<file path="config.mk">
export PLATFORM = sky130hd
export DESIGN_NAME = banked_scatter_scheduler
export DESIGN_NICKNAME = d
export VERILOG_FILES = /design/src/rtl/bank_map_pkg.sv /design/src/rtl/bank_lane_arbiter.sv /design/src/rtl/banked_scatter_scheduler.sv
export SDC_FILE = /design/constraint.sdc
export NUM_CORES = 2
export LEC_CHECK = 0
export BUFFER_PORTS_ARGS = -buffer_cell sky130_fd_sc_hd__clkbuf_2
export CORE_AREA = 2 2 381 383
export DETAILED_ROUTE_END_ITERATION = 6
export DIE_AREA = 0 0 383 385
export GPL_TIMING_DRIVEN = 0
export PLACE_DENSITY = 0.46
export SLEW_MARGIN = 20
export SYNTH_ARGS = -nofsm -noshare
export SYNTH_HDL_FRONTEND = slang
export SYNTH_HIERARCHICAL = 1
export SYNTH_SLANG_ARGS = --single-unit
</file>
<file path="constraint.sdc">
create_clock -name clk -period 5.3 [get_ports clk]
set_input_delay 1.06 -clock clk [delete_from_list [all_inputs] [get_ports clk]]
set_output_delay 1.06 -clock clk [all_outputs]
set_load 0.01 [all_outputs]
</file>
<file path="src/rtl/bank_map_pkg.sv">
// bank_map_pkg
//   Shared types and the (row, col) -> (bank, entry) mapping used by the
//   banked scatter scheduler.
//   - BANK_W / RW     : bank-index and row-index widths for the default tile
//   - state_t         : scheduler FSM states
//   - bank_loc_t      : mapped location (bank, entry), kept 32 bits wide so
//                       callers with any geometry can take the low bits
//   - map_rc()        : skewed, bitwidth-packed bank/entry mapping
package bank_map_pkg;

  localparam int BANK_COUNT_DEF = 32;
  localparam int TILE_SIZE_DEF  = 256;
  localparam int BANK_W         = $clog2(BANK_COUNT_DEF);
  localparam int RW             = $clog2(TILE_SIZE_DEF);

  typedef enum logic {
    IDLE  = 1'b0,
    ISSUE = 1'b1
  } state_t;

  typedef struct packed {
    logic [31:0] bank;
    logic [31:0] entry;
  } bank_loc_t;

  // Rows are packed (1<<bw) per entry. The row-group index ru rotates the
  // bank by ru*skew, and the sub-row rs spreads packed rows across evenly
  // spaced banks. All arithmetic is 32 bits wide, so nothing is truncated
  // before the final modulo.
  function automatic bank_loc_t map_rc(input logic [31:0] row,
                                       input logic [31:0] col,
                                       input logic [31:0] bw,
                                       input logic [31:0] bank_count,
                                       input logic [31:0] skew);
    logic [31:0] ru;
    logic [31:0] rs;
    logic [31:0] shift;
    logic [31:0] rs_off;
    bank_loc_t   loc;
    ru        = row >> bw;
    rs        = row & ((32'd1 << bw) - 32'd1);
    shift     = (ru * skew) % bank_count;
    rs_off    = rs * (bank_count >> bw);
    loc.bank  = (col + shift + rs_off) % bank_count;
    loc.entry = ru;
    return loc;
  endfunction

endpackage

</file>
<file path="src/rtl/bank_lane_arbiter.sv">
// bank_lane_arbiter
//   Combinational fixed-priority arbitration of pending lanes onto banks.
//   For every bank, the lowest-index pending lane targeting it wins.
//   pending_i   : lanes still waiting to write
//   lane_bank_i : target bank of each lane, lane l at [l*BANK_W +: BANK_W]
//   grant_o     : lanes that win their bank this cycle
//   bank_sel_o  : winning lane index per bank, bank b at [b*LANE_W +: LANE_W]
//   bank_hit_o  : bank has a winner this cycle
module bank_lane_arbiter #(
  parameter int BANK_COUNT = 32,
  parameter int PORT_COUNT = 4,
  parameter int BANK_W     = 5,
  parameter int LANE_W     = 2
) (
  input  logic [PORT_COUNT-1:0]        pending_i,
  input  logic [PORT_COUNT*BANK_W-1:0] lane_bank_i,
  output logic [PORT_COUNT-1:0]        grant_o,
  output logic [BANK_COUNT*LANE_W-1:0] bank_sel_o,
  output logic [BANK_COUNT-1:0]        bank_hit_o
);

  // A lane is granted unless a lower-index pending lane shares its bank.
  always_comb begin
    grant_o = '0;
    for (int l = 0; l < PORT_COUNT; l++) begin
      grant_o[l] = pending_i[l];
      for (int m = 0; m < l; m++) begin
        if (pending_i[m] &&
            lane_bank_i[m*BANK_W +: BANK_W] == lane_bank_i[l*BANK_W +: BANK_W]) begin
          grant_o[l] = 1'b0;
        end
      end
    end
  end

  genvar gi;
  generate
    for (gi = 0; gi < BANK_COUNT; gi++) begin : g_bank
      logic [LANE_W-1:0] sel;
      logic              hit;
      // Scan from the top so the lowest matching lane is the last to land.
      always_comb begin
        sel = '0;
        hit = 1'b0;
        for (int l = PORT_COUNT - 1; l >= 0; l--) begin
          if (pending_i[l] && lane_bank_i[l*BANK_W +: BANK_W] == BANK_W'(gi)) begin
            sel = LANE_W'(l);
            hit = 1'b1;
          end
        end
      end
      assign bank_sel_o[gi*LANE_W +: LANE_W] = sel;
      assign bank_hit_o[gi]                  = hit;
    end
  endgenerate

endmodule

</file>
<file path="src/rtl/banked_scatter_scheduler.sv">
// banked_scatter_scheduler
//   Accepts a batch of up to PORT_COUNT (row, col, data) writes, maps each
//   to a skewed (bank, entry) slot, and issues them to the per-bank write
//   ports. Lanes that collide on a bank are serialised in lane order.
//   clk, reset              : clock, asynchronous active-high reset
//   in_valid / in_ready     : batch handshake (ready only while idle)
//   in_lane_valid           : per-lane enable
//   in_row/in_col/in_data   : lane payloads, lane i at [i*W +: W]
//   in_bitwidth             : row-packing mode, sampled at acceptance
//   bank_wr_en/entry/data   : per-bank write port, zero when not enabled
//   busy                    : a batch is being issued
//   clear_stats             : synchronous clear of conflict_cycles
//   conflict_cycles         : saturating count of extra issue cycles
module banked_scatter_scheduler
  import bank_map_pkg::*;
#(
  parameter int BANK_COUNT = 32,
  parameter int TILE_SIZE  = 256,
  parameter int PORT_COUNT = 4,
  parameter int DATA_W     = 16,
  parameter int SKEW       = 3,
  parameter int STAT_W     = 32,
  localparam int BNK_W     = $clog2(BANK_COUNT),
  localparam int ROW_W     = $clog2(TILE_SIZE),
  localparam int LANE_W    = (PORT_COUNT > 1) ? $clog2(PORT_COUNT) : 1
) (
  input  logic                         clk,
  input  logic                         reset,
  input  logic                         in_valid,
  output logic                         in_ready,
  input  logic [PORT_COUNT-1:0]        in_lane_valid,
  input  logic [PORT_COUNT*ROW_W-1:0]  in_row,
  input  logic [PORT_COUNT*ROW_W-1:0]  in_col,
  input  logic [PORT_COUNT*DATA_W-1:0] in_data,
  input  logic [1:0]                   in_bitwidth,
  output logic [BANK_COUNT-1:0]        bank_wr_en,
  output logic [BANK_COUNT*ROW_W-1:0]  bank_wr_entry,
  output logic [BANK_COUNT*DATA_W-1:0] bank_wr_data,
  output logic                         busy,
  input  logic                         clear_stats,
  output logic [STAT_W-1:0]            conflict_cycles
);

  state_t                      state_q, state_d;
  logic [PORT_COUNT-1:0]       pending_q, pending_d;
  logic                        first_q, first_d;
  logic [STAT_W-1:0]           conflict_q, conflict_d;
  logic [PORT_COUNT*BNK_W-1:0] lane_bank_q, lane_bank_d;
  logic [ROW_W-1:0]            lane_entry_q [PORT_COUNT];
  logic [ROW_W-1:0]            lane_entry_d [PORT_COUNT];
  logic [DATA_W-1:0]           lane_data_q  [PORT_COUNT];
  logic [DATA_W-1:0]           lane_data_d  [PORT_COUNT];

  logic [PORT_COUNT*BNK_W-1:0] map_bank;
  logic [ROW_W-1:0]            map_entry [PORT_COUNT];
  logic [31:0]                 bw_eff;
  logic [PORT_COUNT-1:0]       grant;
  logic [BANK_COUNT*LANE_W-1:0] bank_sel;
  logic [BANK_COUNT-1:0]       bank_hit;

  // Packing more rows than banks is meaningless; fall back to full packing.
  assign bw_eff = (32'(in_bitwidth) > 32'(BNK_W)) ? 32'(BNK_W) : 32'(in_bitwidth);

  assert property (@(posedge clk) disable iff (reset)
                   (in_valid && in_ready) |-> (32'(in_bitwidth) <= 32'(BNK_W)));

  genvar gi;
  generate
    for (gi = 0; gi < PORT_COUNT; gi++) begin : g_map
      bank_loc_t loc;
      logic      lane_unused;
      assign loc = map_rc(32'(in_row[gi*ROW_W +: ROW_W]), 32'(in_col[gi*ROW_W +: ROW_W]),
                          bw_eff, 32'(BANK_COUNT), 32'(SKEW));
      assign map_bank[gi*BNK_W +: BNK_W] = loc.bank[BNK_W-1:0];
      assign map_entry[gi]               = loc.entry[ROW_W-1:0];
      // Upper bits are zero by construction (modulo / row range).
      assign lane_unused = ^{loc.bank[31:BNK_W], loc.entry[31:ROW_W]};
    end
  endgenerate

  bank_lane_arbiter #(
    .BANK_COUNT (BANK_COUNT),
    .PORT_COUNT (PORT_COUNT),
    .BANK_W     (BNK_W),
    .LANE_W     (LANE_W)
  ) u_arbiter (
    .pending_i   (pending_q),
    .lane_bank_i (lane_bank_q),
    .grant_o     (grant),
    .bank_sel_o  (bank_sel),
    .bank_hit_o  (bank_hit)
  );

  // Write ports are decoded purely from registered lane state.
  generate
    for (gi = 0; gi < BANK_COUNT; gi++) begin : g_port
      logic [LANE_W-1:0] sel;
      assign sel                                = bank_sel[gi*LANE_W +: LANE_W];
      assign bank_wr_en[gi]                     = bank_hit[gi];
      assign bank_wr_entry[gi*ROW_W +: ROW_W]   = bank_hit[gi] ? lane_entry_q[sel] : '0;
      assign bank_wr_data[gi*DATA_W +: DATA_W]  = bank_hit[gi] ? lane_data_q[sel]  : '0;
    end
  endgenerate

  assign conflict_cycles = conflict_q;

  always_comb begin
    state_d      = state_q;
    pending_d    = pending_q;
    first_d      = first_q;
    conflict_d   = conflict_q;
    lane_bank_d  = lane_bank_q;
    lane_entry_d = lane_entry_q;
    lane_data_d  = lane_data_q;
    in_ready     = 1'b0;
    busy         = 1'b0;
    case (state_q)
      IDLE: begin
        in_ready = 1'b1;
        // An empty batch is consumed by the handshake but issues nothing.
        if (in_valid && (in_lane_valid != '0)) begin
          state_d     = ISSUE;
          pending_d   = in_lane_valid;
          first_d     = 1'b1;
          lane_bank_d = map_bank;
          for (int l = 0; l < PORT_COUNT; l++) begin
            lane_entry_d[l] = map_entry[l];
            lane_data_d[l]  = in_data[l*DATA_W +: DATA_W];
          end
        end
      end
      ISSUE: begin
        busy      = 1'b1;
        first_d   = 1'b0;
        pending_d = pending_q & ~grant;
        if (!first_q && (conflict_q != '1)) begin
          conflict_d = conflict_q + 1'b1;
        end
        if ((pending_q & ~grant) == '0) begin
          state_d = IDLE;
        end
      end
      default: state_d = IDLE;
    endcase
    if (clear_stats) begin
      conflict_d = '0;
    end
  end

  always_ff @(posedge clk or posedge reset) begin
    if (reset) begin
      state_q     <= IDLE;
      pending_q   <= '0;
      first_q     <= 1'b0;
      conflict_q  <= '0;
      lane_bank_q <= '0;
      for (int l = 0; l < PORT_COUNT; l++) begin
        lane_entry_q[l] <= '0;
        lane_data_q[l]  <= '0;
      end
    end else begin
      state_q     <= state_d;
      pending_q   <= pending_d;
      first_q     <= first_d;
      conflict_q  <= conflict_d;
      lane_bank_q <= lane_bank_d;
      for (int l = 0; l < PORT_COUNT; l++) begin
        lane_entry_q[l] <= lane_entry_d[l];
        lane_data_q[l]  <= lane_data_d[l];
      end
    end
  end

endmodule

</file>
==> results.yml <==
outcome:
  run_status: "finished, violations left"
  violated_checks: "design-rule violations"
synthesis:
  post_synth.cell_area_avg_um2: 10.21
  synthesis.nets: 3671
  synth_cell_type_count: 71
  postSynthRegisterBits: 154
  synth.yosys.warnings: 6
  yosysMostFrequentCell: "and2_1"
  synth.yosys.seq_area_share: 0.1087
  synth_edf_count: 0
  synthCells: 3472
  synth.area.top_cells: "mux4_2, and2_1, dfrtp_1, clkbuf_1, nand2_1"
  synth_top_area_frac: 0.4880
  ys_dominant_reg_cell: "dfrtp_1"
  fraction_of_registers_with_async_set_reset: 1.000
  synth.largest_area_cell: "mux4_2"
  synth_common_cells: "and2_1, mux4_2, clkbuf_1"
  synthesis.area_um2: 35440
timing:
  relSlewSlack: 0.1797
  hold_violations: 0
  max_clock_freq_mhz: 189.4
  rsz0062_at_grt: "yes"
  postLayoutSetupSlackWorst_ps: 20.55
  final-setup-viol-count: 0
  final.min_clock_period_ps: 5279
  hold-worst-slack_ps: 478.6
  worstMarginPinSlew_ps: 1230
  finClkSkew_ps: 21.85
  fin_crit_sh: 0.9961
  drv_slew: 0
setup_path:
  end_kind: "output pin"
  startpoint_type: "flip-flop"
  crit_top_cell: "clkbuf_2"
  worst_path_largest_cell_delay_ps: 610
  number_of_buffer_and_inverter_instances_along_the_worst_setup_path: 5
  crit_chain: "buf_2 > and4_1 > clkbuf_1 > nand2_1 > a21oi_1 > clkbuf_2 > clkbuf_4 > mux4_2 > and2_1 > clkbuf_2"
  critPathSlowestCell: "mux4_2"
  path_max_fanout: 10
  crit_family: "buffers and inverters"
  worstSetupPathType: "reg -> out"
  critical_path_required_ps: 4240
  crit_arrival_ps: 4220
pwr:
  netSwitchingPower_mw: 12.36
  sequential_cell_fraction_of_total_power: 0.160
  power_mw: 21.60
  comb_power_share: 0.781
  cell_internal_pwr_mw: 9.241
  sw_frac_of_total: 0.5722
  peak_supply_drop_v: 0.0002904
  power_density_nw_per_um2: 492.5
  static_leakage_nw: 17.74
  clkPwrFrac: 0.059
routing:
  drtIter0Drc: 4772
  detail_route.drc_violations: 4
  drt-wirelength-per-cell_um: 40.06
  route.detailed.vias_per_inst: 5.965
  route.vias.total: 38140
  drtPass1Iterations: 7
  antenna_violating_nets_post_route: 0
  detail_route.wirelength_um: 256100
global_route:
  globalRoute.totalOverflow: 0
  grt_first_pass_wirelength_um: 332200
  maximum_number_of_pins_on_one_net_before_global_route_repair: 91
  vias_in_the_first_global_route: 36130
  grt_antenna_before_repair: 56
  tot_gr_track_use: 0.3346
placed_design:
  dp.final_hpwl_um: 210200
  gp_routability_congestion: 1.023
  dp.cells: 6333
  placement.setup.worst_slack_ps: -1189
  placement.io_buffers: 957
floorplanning:
  die_w_um: 383
  core_area_um2: 143100
  design.portCount: 972
  starting_density_of_the_core: 0.2476
  die_area_um2: 147500
  floorplan.rows: 139
  die_span_y_um: 385
cts:
  clock_latency_ps: 510
  clock_tree.root_cell: "clkbuf_16"
  cts_tree: "yes"
  clk_pin_slew_ps: 70
  cts_buffer_depth: 2
  clkSinkCount: 154
  tritoncts.num_buffers: 17
  ctsHtreeMaxLevel: 4
layout:
  final_net_count: 4651
  fillers: 15190
  drive_gt1_frac: 0.4703
  flow.area_growth_from_synthesis_pct: 23.74
  post_layout_nonfiller_instances: 6393
hold_path:
  tightest_hold_check_type: "reg -> reg"
job:
  cap_viol_max_count: 0
## registers in the layout, summed over array words and instances (netlist names)
name / cells
conflict_cycles: 32
first_q: 1
lane_bank_q: 20
lane_data_q: 64
lane_entry_q: 32
pending_q: 4
state_q: 1
## area by class of cell
| type | count | area, µm² | share of cell area |
|---|---|---|---|
| inverter | 47 | 183.9 | 0.004194 |
| buffer | 662 | 3169 | 0.07227 |
| multi-input combinational | 2607 | 28780 | 0.6563 |
| antenna | 25 | 62.56 | 0.001427 |
| clock inverter | 13 | 120.1 | 0.002739 |
| clock buffer | 19 | 432.9 | 0.009872 |
| tap | 1903 | 2381 | 0.05429 |
| sequential | 154 | 3855 | 0.08790 |
| timing repair buffer | 963 | 4867 | 0.1110 |
## layout by cell type, fill, tap and decap left out, types with 19 or more instances in the layout
cell	count
clkbuf_1	394
ha_1	45
mux4_2	768
nor2b_1	19
and2_1	774
buf_2	41
clkbuf_2	1065
o21ai_0	58
mux2_2	26
xnor2_1	39
xor2_1	34
a21oi_1	91
nand2_1	363
nor2_1	100
dfrtp_1	153
nand3_1	29
diode_2	25
clkbuf_4	39
inv_1	46
buf_4	62
## path summary, 6_finish.rpt
kind | slack [ps] | from | depth (start not counted) | endpoint
max in group asynchronous | 3700 | reset | 3 | conflict_cycles[12]
hold reg to reg | 480 | lane_bank_q[7] | 2 | lane_bank_q[7]
hold / removal | 480 | lane_bank_q[7] | 2 | lane_bank_q[7]
min in group asynchronous | 610 | reset | 2 | lane_data_q[49]
setup reg to reg | 1910 | state_q | 7 | lane_data_q[43]
setup / recovery | 20 | lane_bank_q[9] | 10 | bank_wr_entry[156]
## per-layer routing
metal / global-route usage / up-vias / wire length, µm
li1: - / 14710 / -
met3: 0.1023 / 524 / 28350
met4: 0.1443 / 22 / 13270
met2: 0.5219 / 2919 / 115400
met5: 0 / - / 144
met1: 0.4278 / 19960 / 98960
## power by group through the flow
stage	Combinational, mW	Sequential, mW	Clock (mW)
after CTS	16.4	3.19	1.29
after global placement	16.1	3.21	0
after global routing	17.5	3.35	1.32
after floorplan	10.5	2.08	0
after detailed placement	16.3	3.22	0
final	16.9	3.45	1.27
## worst register-to-register path, cell delays in order (launching register included)
cell      delay (ps)
dfrtp_1          560
inv_1            400
and3_1           310
clkbuf_1         200
clkbuf_1         590
clkbuf_1         970
nand2_1          200
nand2_1          100
## kinds of logic after synthesis
| group | Yosys count | share of synthesized area |
|---|---|---|
| AOI/OAI and AO/OA | 221 | 0.03612 |
| xor gates and xnor gates | 77 | 0.02058 |
| adders and majority gates | 61 | 0.02492 |
| buffers and inverters | 711 | 0.08091 |
| DFF | 154 | 0.1087 |
| muxes | 812 | 0.5015 |
| and+or+nand+nor | 1436 | 0.2272 |
## metrics by stage
step | instance area, µm² | utilization | TNS [ps]
global route | 43810 | 0.3061 | -33.52
floorplan | 35440 | - | 0
detailed placement | 42680 | 0.2982 | -68440
global placement | 42610 | 0.2977 | -544580
finish | 43850 | 0.3064 | 0
CTS | 43720 | 0.3054 | 0
## repair_timing
| action | in CTS | in global routing |
|---|---|---|
| setup endpoints to repair | 711 | 327 |
| hold endpoints to repair | 0 | 0 |
| hold buffers | 0 | 0 |
| setup buffers | 1 | 4 |
| resized for setup | 267 | 111 |
| pin swaps | 1 | 3 |
Power figures use the tool's default switching activity.
